File: src/rtl/uart_rx.sv
// ---------------------------------------------------------------------------
// uart_rx
//
// Purpose:
//   8N1 UART receiver using 16x oversampling. The serial line goes through a
//   two-flop synchronizer. A start bit is confirmed at its mid-point, and then
//   each data bit and the stop bit are sampled one bit period apart. A good
//   stop bit updates the data output and produces a one-clock valid pulse. A
//   bad stop bit produces a one-clock frame_err pulse instead, and the
//   receiver then waits for the line to return high before it looks for the
//   next frame.
//
// Parameters:
//   CLK      - system clock frequency in Hz
//   BAUDRATE - serial bit rate in bit/s
//
// Ports:
//   clk       in   1  rising-edge system clock
//   rst       in   1  asynchronous active-low reset
//   rx        in   1  asynchronous serial input, idles high
//   data      out  8  last correctly received byte
//   valid     out  1  one-clock pulse when data is updated
//   frame_err out  1  one-clock pulse on a bad stop bit
// ---------------------------------------------------------------------------
module uart_rx #(
    parameter int CLK      = 27000000,
    parameter int BAUDRATE = 115200
) (
    input  logic       clk,
    input  logic       rst,
    input  logic       rx,
    output logic [7:0] data,
    output logic       valid,
    output logic       frame_err
);

    localparam int DIV = CLK / (BAUDRATE * 16);
    // A divider of 1 would give a zero-width counter, so keep at least 1 bit.
    localparam int CW = (DIV > 1) ? $clog2(DIV) : 1;
    localparam logic [CW-1:0] TICK_MAX = CW'(DIV - 1);

    typedef enum logic [2:0] {
        IDLE,
        START,
        DATA,
        STOP,
        WAIT_HIGH
    } state_t;

    state_t        state_q, state_d;
    logic          rxMeta_q, rxSync_q;
    logic [CW-1:0] tickCnt_q, tickCnt_d;
    logic [3:0]    sampleCnt_q, sampleCnt_d;
    logic [2:0]    bitIdx_q, bitIdx_d;
    logic [7:0]    shift_q, shift_d;
    logic [7:0]    data_q, data_d;
    logic          valid_q, valid_d;
    logic          frameErr_q, frameErr_d;
    logic          rxS;
    logic          tick;

    assign rxS       = rxSync_q;
    assign tick      = (tickCnt_q == TICK_MAX);
    assign data      = data_q;
    assign valid     = valid_q;
    assign frame_err = frameErr_q;

    // Two-flop synchronizer. Both flops reset high so that coming out of
    // reset does not look like a falling edge on the line.
    always_ff @(posedge clk or negedge rst) begin
        if (!rst) begin
            rxMeta_q <= 1'b1;
            rxSync_q <= 1'b1;
        end else begin
            rxMeta_q <= rx;
            rxSync_q <= rxMeta_q;
        end
    end

    // State register for the FSM and all of its datapath registers.
    always_ff @(posedge clk or negedge rst) begin
        if (!rst) begin
            state_q     <= IDLE;
            tickCnt_q   <= '0;
            sampleCnt_q <= '0;
            bitIdx_q    <= '0;
            shift_q     <= '0;
            data_q      <= '0;
            valid_q     <= 1'b0;
            frameErr_q  <= 1'b0;
        end else begin
            state_q     <= state_d;
            tickCnt_q   <= tickCnt_d;
            sampleCnt_q <= sampleCnt_d;
            bitIdx_q    <= bitIdx_d;
            shift_q     <= shift_d;
            data_q      <= data_d;
            valid_q     <= valid_d;
            frameErr_q  <= frameErr_d;
        end
    end

    // Next-state logic. The tick counter free-runs, and the sample counter
    // advances once per tick and wraps 15->0 by itself. Both counters are
    // cleared when a start edge is seen, so the sample at count 7 lands in
    // the middle of the start bit and the samples at count 15 land in the
    // middle of every following bit.
    always_comb begin
        state_d     = state_q;
        tickCnt_d   = tick ? '0 : tickCnt_q + 1'b1;
        sampleCnt_d = tick ? sampleCnt_q + 4'd1 : sampleCnt_q;
        bitIdx_d    = bitIdx_q;
        shift_d     = shift_q;
        data_d      = data_q;
        valid_d     = 1'b0;
        frameErr_d  = 1'b0;

        case (state_q)
            IDLE: begin
                if (!rxS) begin
                    state_d     = START;
                    tickCnt_d   = '0;
                    sampleCnt_d = '0;
                end
            end

            START: begin
                if (tick && sampleCnt_q == 4'd7) begin
                    if (!rxS) begin
                        state_d     = DATA;
                        sampleCnt_d = '0;
                        bitIdx_d    = '0;
                    end else begin
                        // The line went high again before mid-bit, so this
                        // was a glitch and not a start bit.
                        state_d = IDLE;
                    end
                end
            end

            DATA: begin
                if (tick && sampleCnt_q == 4'd15) begin
                    shift_d  = {rxS, shift_q[7:1]};
                    bitIdx_d = bitIdx_q + 3'd1;
                    if (bitIdx_q == 3'd7) begin
                        state_d = STOP;
                    end
                end
            end

            STOP: begin
                if (tick && sampleCnt_q == 4'd15) begin
                    if (rxS) begin
                        data_d  = shift_q;
                        valid_d = 1'b1;
                        state_d = IDLE;
                    end else begin
                        frameErr_d = 1'b1;
                        state_d    = WAIT_HIGH;
                    end
                end
            end

            WAIT_HIGH: begin
                // A held-low line (break) must not restart framing.
                if (rxS) begin
                    state_d = IDLE;
                end
            end

            default: begin
                state_d = IDLE;
            end
        endcase
    end

endmodule

File: config.mk
export PLATFORM = sky130hd
export DESIGN_NAME = uart_rx
export DESIGN_NICKNAME = d
export VERILOG_FILES = /design/src/rtl/uart_rx.sv
export SDC_FILE = /design/constraint.sdc
export NUM_CORES = 1
export LEC_CHECK = 0
export CORE_ASPECT_RATIO = 1.75
export CORE_MARGIN = 8
export CORE_UTILIZATION = 35
export CTS_CLUSTER_DIAMETER = 100
export DETAILED_ROUTE_END_ITERATION = 10
export HOLD_SLACK_MARGIN = 0.1
export SYNTH_ARGS = -nofsm -noshare
export SYNTH_HDL_FRONTEND = slang
export SYNTH_SLANG_ARGS = --single-unit
File: constraint.sdc
create_clock -name clk -period 4.5 [get_ports clk]
set_input_delay 0.675 -clock clk [delete_from_list [all_inputs] [get_ports clk]]
set_output_delay 0.675 -clock clk [all_outputs]
set_load 0.02 [all_outputs]
; Word level (Yosys, flattened, before mapping)
; Index checks and enable logic that the tools add are counted.
[word_totals]
regBits = 34
input_bits = 3
output_inout_bits = 10
wordCells = 62
[op_classes]
add_sub_neg = 3
n_eq_ne = 15
mux = 26
n_reduce_logical = 8
[op_table]
columns = operator, n
row1 = $mux W3, 10
row2 = $mux W4, 6
row3 = $pmux W3 S5, 1
row4 = $ne A2 B2 Y1 const B, 7
row5 = $add A4 B1 Y4 const B, 2
row6 = $eq A4 B4 Y1 const B, 2
row7 = $pmux W4 S2, 1
row8 = $eq A3 B2 Y1 const B, 2
row9 = $eq A3 B3 Y1 const B, 2
row10 = $mux W1, 6
row11 = $pmux W3 S2, 1
row12 = $reduce_and A6 Y1, 1
row13 = $eq A4 B3 Y1 const B, 1
row14 = $reduce_and A4 Y1, 1
row15 = $add A3 B1 Y3 const B, 1
row16 = $eq A3 B1 Y1 const B, 1
row17 = $logic_not A3 Y1, 1
row18 = $reduce_and A3 Y1, 1
row19 = $logic_and A1 B1 Y1, 2
row20 = $mux W2, 1
row21 = $reduce_and A2 Y1, 1
row22 = $reduce_bool A2 Y1, 1

; Longest topological paths before layout
; Gate-level depths: netlist of the first run.
[logic_depth]
word_depth = 5
ltp_mapped = 7

; Least setup slack after synthesis of the first run
; No wires, ideal clock.
[synth_path]
path_kind = register to register
from = register tickCnt_q[1]
to = register data_q[0] (netlist: data[0])
setup_time_ns = 0.127
t_arrival_ns = 1.661
setup_slack_ns = 2.712
path_stages_with_launch = 8
n_path_buf = 2
synth_period_minus_slack_ns = 1.788
path_cell_list = dfrtp_1 > and4b_1 > buf_6 > nand2_4 > nor3_4 > and4_1 > buf_6 > mux2_1
[synth_between]
elab_chain_cells = 3
[synth_rtl]
columns = element, line
row1 = from (decl), 52  ; logic [CW-1:0] tickCnt_q, tickCnt_d;
row2 = from (signal assigned), 93  ; tickCnt_q <= tickCnt_d;
row3 = $eq A4 B4 Y1, 63  ; assign tick = (tickCnt_q == TICK_MAX);
row4 = $logic_and A1 B1 Y1, 152  ; if (tick && sampleCnt_q == 4'd15) begin
row5 = $reduce_and A3 Y1 (no line), --
row6 = to (signal assigned), 97  ; data_q <= data_d;
row7 = to (decl), 56  ; logic [7:0] data_q, data_d;
; No other way between the ends.
; A chain may end at the register's enable or synchronous reset.

; Worst setup path after layout of the first run
; Ends and elaborated chain as after synthesis.

==> flow_metrics.py, run 1 <==
metrics = {
    "outcome": {
        "status": "finished clean",
    },
    "synth": {
        "ys.flop_type": "dfrtp_1",
        "synth_edf_count": 0,
        "synth_area_leader_cell": "dfrtp_1",
        "synth-seq-area-share_pct": 55.95,
        "avgSynthCellArea_um2": 12.61,
        "ys_types": 37,
        "synth_warnings": 0,
        "synthCells": 121,
        "ys_ff_latch": 34,
        "syn_nets": 127,
        "netlist.area_leader.share_pct": 52.50,
        "synth_most_common_cell": "dfrtp_1",
        "synthTopCellsByArea": "dfrtp_1 53%, mux2_2 6.6%, mux2_1 5.9%",
        "async_flop_share_pct": 100.0,
        "synth_commonest_cells": "32 x dfrtp_1, 10 x nor2_1, 9 x mux2_2",
        "synthesis.area_um2": 1525,
    },
    "sta": {
        "max_slew_margin_pct": 58.55,
        "setup_viol": 0,
        "hold_viol": 0,
        "slew_violations": 0,
        "tns_ns": 0,
        "finalCritPeriodShare_pct": 48.46,
        "grt_setup_unrepaired": "no",
        "tightest_slew_ns": 0.6161,
        "post-route-min-period_ns": 2.181,
        "fmax_ghz": 0.4586,
        "finalClockSkew_ns": 0.005364,
        "timing.hold.ws_ns": 0.3554,
    },
    "power": {
        "switching_power_mw": 0.1104,
        "p_sw_share_pct": 18.37,
        "p_int_mw": 0.4905,
        "seqPwrFrac_pct": 51.3,
        "clkPwrFrac_pct": 47.1,
        "combPwrFrac_pct": 1.6,
        "p_leak_nw": 0.8203,
        "powerDensity_nw_per_um2": 334.7,
        "peakVddDrop_v": 0.0002102,
    },
    "floorplan": {
        "die_area_um2": 6809,
        "rows": 32,
        "core_um2": 4284,
        "chipHeight_um": 103.3,
        "start_util_pct": 35.60,
        "fp.dieW_um": 65.90,
        "ios": 13,
    },
    "cts": {
        "holdBufCountCts": 0,
        "clock-sinks": 34,
        "cts-root-buf": "clkbuf_8",
        "clk_pin_slew_ns": 0.06,
        "post_cts_buffers": 0,
        "htreeDepth": 2,
        "cts_buffers": 5,
        "cts_tree": "built",
        "cts_max_path_buffers": 2,
        "clk_latency_ns": 0.28,
        "postCtsResizedCells": 0,
    },
    "grt": {
        "grtUsageTotal_pct": 8.900,
        "grt_pass1_vias": 1049,
        "gr-total-overflow": 0,
        "antenna_found_initial": 0,
        "grt_start_max_net_pins": 28,
        "grt_pass1_wl_um": 4650,
    },
    "final_layout": {
        "fin_util_pct": 41.91,
        "layout-area-overhead-vs-synth_pct": 17.72,
        "n_antenna_cell": 0,
        "fill_cells": 401,
        "nets": 141,
        "multiInputGateArea_um2": 634.4,
        "design_area_um2": 1795,
        "drive_gt1_share_pct": 17.65,
        "regArea_um2": 853.3,
    },
    "detailed_routing": {
        "vias_per_cell": 5.048,
        "drtIter0Drc": 22,
        "drt_wl_total_um": 2700,
        "drc": 0,
        "first_pass_iters": 3,
        "ant_nets": 0,
        "wire_per_inst_um": 14.44,
        "via_count": 944,
    },
    "worst_setup_path": {
        "crit_fanout": 9,
        "required_ns": 4.66,
        "critical_path_class": "register to register",
        "arrival_ns": 2.34,
        "cp-start-kind": "register",
        "cp-end-kind": "register",
    },
    "job": {
        "drv_cap": 0,
    },
    "placement": {
        "dpl_cell_area_um2": 1679,
        "hpwl_um": 2027,
        "io_buffers": 12,
        "gp_congestion": 0.7623,
    },
    "worst_hold_path": {
        "hold_class": "register to register",
    },
}
[critical path: stages (launching register included)]
cell and delay, ns:
dfrtp_1 0.42, and4b_1 0.49, nand2_4 0.10, nor3_4 0.20, and4_1 0.48, mux2_1 0.37
[placed cells by master, fill, tap and decap left out, types with 2 or more instances in the layout]
cell type        instances
ha_1                     3
nand2b_1                 2
mux2_1                   8
clkdlybuf4s50_1         12
dfrtp_1                 32
a21oi_1                  4
nor2_1                  10
mux2_2                   9
mux2i_1                  2
nor3_1                   5
clkbuf_8                 6
xnor2_1                  2
dfstp_2                  2
o21a_1                   2
a22o_1                   2
nand2_1                  8
xor2_1                   4
[final timing paths]
path | start | end | slack (ns) | cells after the start
worst max-delay path | tickCnt_q[1] | data[0] | 2.32 | 5
worst min-delay path | rxMeta_q | rxS | 0.36 | 0
worst max register to register | tickCnt_q[1] | data[0] | 2.32 | 5
worst min register to register | rxMeta_q | rxS | 0.36 | 0
max in group asynchronous | rst | shift_q[0] | 3.15 | 2
min in group asynchronous | rst | data[7] | 0.67 | 1
[through the flow]
step | instances | setup slack (ns) | power, mW
finish | 187 | 2.319 | 0.6009
detailed placement | 179 | 2.324 | 0.3241
global placement | 179 | 2.414 | 0.3237
CTS | 187 | 2.313 | 0.6110
global route | 187 | 2.165 | 0.6198
floorplan | 121 | 2.712 | 0.3153
[metal layers]
metal	wire (um)	GRT usage (%)	vias up
met3	125	3.344	5
met5	0	0	-
met4	53	4.054	0
met1	1047	7.910	467
li1	-	-	458
met2	1474	16.89	14
[logic make-up after synthesis]
family	Yosys count	synth area share, %
XOR/XNOR	6	3.445
flip-flops	34	55.95
buffers and inverters	6	2.461
AO/OA/AOI/OAI	13	6.235
multiplexers	20	14.85
adder cells (fa/ha/maj)	3	2.461
AND/OR/NAND/NOR	39	14.60
[final cells by class]
type | count | share of cell area [%]
Multi-Input combinational cell | 81 | 35.33
Sequential cell | 34 | 47.53
Clock inverter | 1 | 1.672
Clock buffer | 7 | 4.808
Timing Repair Buffer | 13 | 7.108
Tap cell | 51 | 3.554
[registers in the layout, indices dropped and copies added (netlist names), 3 cells and up]
name         count
sampleCnt_q      4
tickCnt_q        4
state_q          3
data             8
shift_q          8
bitIdx_q         3
[power by group through the flow]
stage               combinational [mW]  clock, mW  sequential, mW
global route                    0.0111      0.300           0.308
detailed placement             0.00998          0           0.314
global placement               0.00963          0           0.314
floorplan                      0.00220          0           0.313
CTS                            0.00996      0.293           0.308
finish                         0.00955      0.283           0.309
(Power assumes the default switching activity.)
==> run 2, diff against run 1 <==
==> constraint.sdc (replaced) <==
create_clock -name clk -period 2.27 [get_ports clk]
set_input_delay 0.3405 -clock clk [delete_from_list [all_inputs] [get_ports clk]]
set_output_delay 0.3405 -clock clk [all_outputs]
set_load 0.02 [all_outputs]
==> run 2 against run 1 <==
Net effect: design area grew 0.49%; worst setup slack got worse by 2.0 ns; critical endpoint is now data[1]; first-iteration DRC count rose by 64%; clock power increased by 83%; fmax grew 10%; critical path depth did not move; via count increased by 0.85%; register-to-register slack got worse by 2.0 ns; sequential cell count did not move; global-route usage grew 0.083 points.
==> flow_metrics.py, run 2 (synthesized netlist as in run 1, its figures left out) <==
metrics = {
    "outcome": {
        "status": "finished clean",
    },
    "detailed_routing": {
        "wire_per_inst_um": 13.78,
        "via_count": 952,
        "ant_nets": 0,
        "drc": 0,
        "drt_wl_total_um": 2604,
        "drtIter0Drc": 36,
        "vias_per_cell": 5.037,
        "first_pass_iters": 3,
    },
    "worst_setup_path": {
        "crit_fanout": 9,
        "arrival_ns": 2.14,
        "critical_path_class": "register to register",
        "cp-end-kind": "register",
        "required_ns": 2.44,
        "cp-start-kind": "register",
    },
    "placement": {
        "hpwl_um": 1945,
        "dp.cells": 181,
        "gp_congestion": 0.7506,
        "dpl_cell_area_um2": 1694,
        "io_buffers": 12,
    },
    "power": {
        "p_leak_nw": 0.8302,
        "peakVddDrop_v": 0.0003933,
        "powerDensity_nw_per_um2": 635.8,
    },
    "cts": {
        "holdBufCountCts": 0,
        "clk_pin_slew_ns": 0.06,
        "cts_max_path_buffers": 2,
        "clock-sinks": 34,
        "clk_latency_ns": 0.29,
        "post_cts_buffers": 0,
        "cts-root-buf": "clkbuf_8",
        "postCtsResizedCells": 0,
        "cts_buffers": 5,
        "cts_tree": "built",
        "htreeDepth": 2,
    },
    "grt": {
        "grtUsageTotal_pct": 8.984,
        "gr-total-overflow": 0,
        "antenna_found_initial": 0,
        "grt_start_max_net_pins": 35,
        "top_usage_layer": "met2",
        "grtUsageMet2_pct": 15.61,
        "grt_pass1_wl_um": 4588,
        "gr-usage-met1_pct": 8.421,
        "grt_pass1_vias": 995,
        "use_met3_pct": 2.913,
    },
    "sta": {
        "finalClockSkew_ns": 0.007481,
        "setup_viol": 0,
        "post-route-min-period_ns": 1.975,
        "max_slew_margin_pct": 57.45,
        "finalCritPeriodShare_pct": 87.02,
        "grt_setup_unrepaired": "no",
        "hold_viol": 0,
        "tightest_slew_ns": 0.6324,
        "tns_ns": 0,
        "fmax_ghz": 0.5063,
        "slew_violations": 0,
    },
    "floorplan": {
        "ios": 13,
        "fp.dieW_um": 65.90,
        "rows": 32,
        "core_um2": 4284,
        "die_area_um2": 6809,
        "start_util_pct": 35.60,
        "chipHeight_um": 103.3,
    },
    "job": {
        "drv_cap": 0,
    },
    "final_layout": {
        "fill_cells": 392,
        "n_antenna_cell": 0,
        "final_common_cell": "dfrtp_1",
        "nets": 143,
        "layout-area-overhead-vs-synth_pct": 18.29,
        "drive_gt1_share_pct": 19.57,
        "final_cell_mix": "32 x dfrtp_1, 12 x clkdlybuf4s50_1, 10 x nor2_1",
        "fin_cells": 189,
        "design_area_um2": 1804,
    },
    "worst_hold_path": {
        "hold_class": "register to register",
    },
}
[run 2: where the power goes]
part | total, mW | switching (mW) | internal [mW]
registers | 0.611 | 0.00232 | 0.609
clock network | 0.517 | 0.211 | 0.306
logic | 0.0186 | 0.0130 | 0.00564
total | 1.15 | 0.226 | 0.921
[run 2: area by class of cell]
class	instances	area (um^2)	area share (%)
clock buffer	8	110.1	6.103
multi-input combinational	81	634.4	35.16
sequential	34	853.3	47.30
tap	51	63.81	3.537
timing repair buffer	15	142.6	7.906
[run 2: per-stage QoR]
step / setup WS, ns / power [mW] / utilization, % / hold slack, ns
CTS: 0.2826 / 1.167 / 42.11 / 0.3569
floorplan: 0.4818 / 0.6251 / - / 0.04491
detailed placement: 0.2947 / 0.6425 / 39.54 / 0.3476
global placement: 0.3660 / 0.6415 / 39.54 / 0.3476
global route: 0.1375 / 1.191 / 42.11 / 0.3582
finish: 0.2947 / 1.147 / 42.11 / 0.3560
[run 2: critical path, stage by stage (launching register included)]
cell	delay, ns
dfrtp_1	0.41
and4b_1	0.33
nand2_4	0.08
nor3_4	0.19
and4_1	0.48
mux2_1	0.37
[run 2: path summary, 6_finish.rpt]
kind	from	endpoint	slack (ns)	depth (start not counted)
worst max-delay path	tickCnt_q[1]	data[1]	0.29	5
worst min-delay path	rxMeta_q	rxS	0.36	0
worst max register to register	tickCnt_q[1]	data[1]	0.29	5
worst min register to register	rxMeta_q	rxS	0.36	0
max in group asynchronous	rst	rxMeta_q	1.46	2
min in group asynchronous	rst	valid	0.47	2
[run 2: routing by layer]
metal | vias up | routed length, um
met5 | - | 0
met4 | 0 | 90
met3 | 8 | 116
met2 | 19 | 1373
met1 | 462 | 1023
li1 | 463 | -
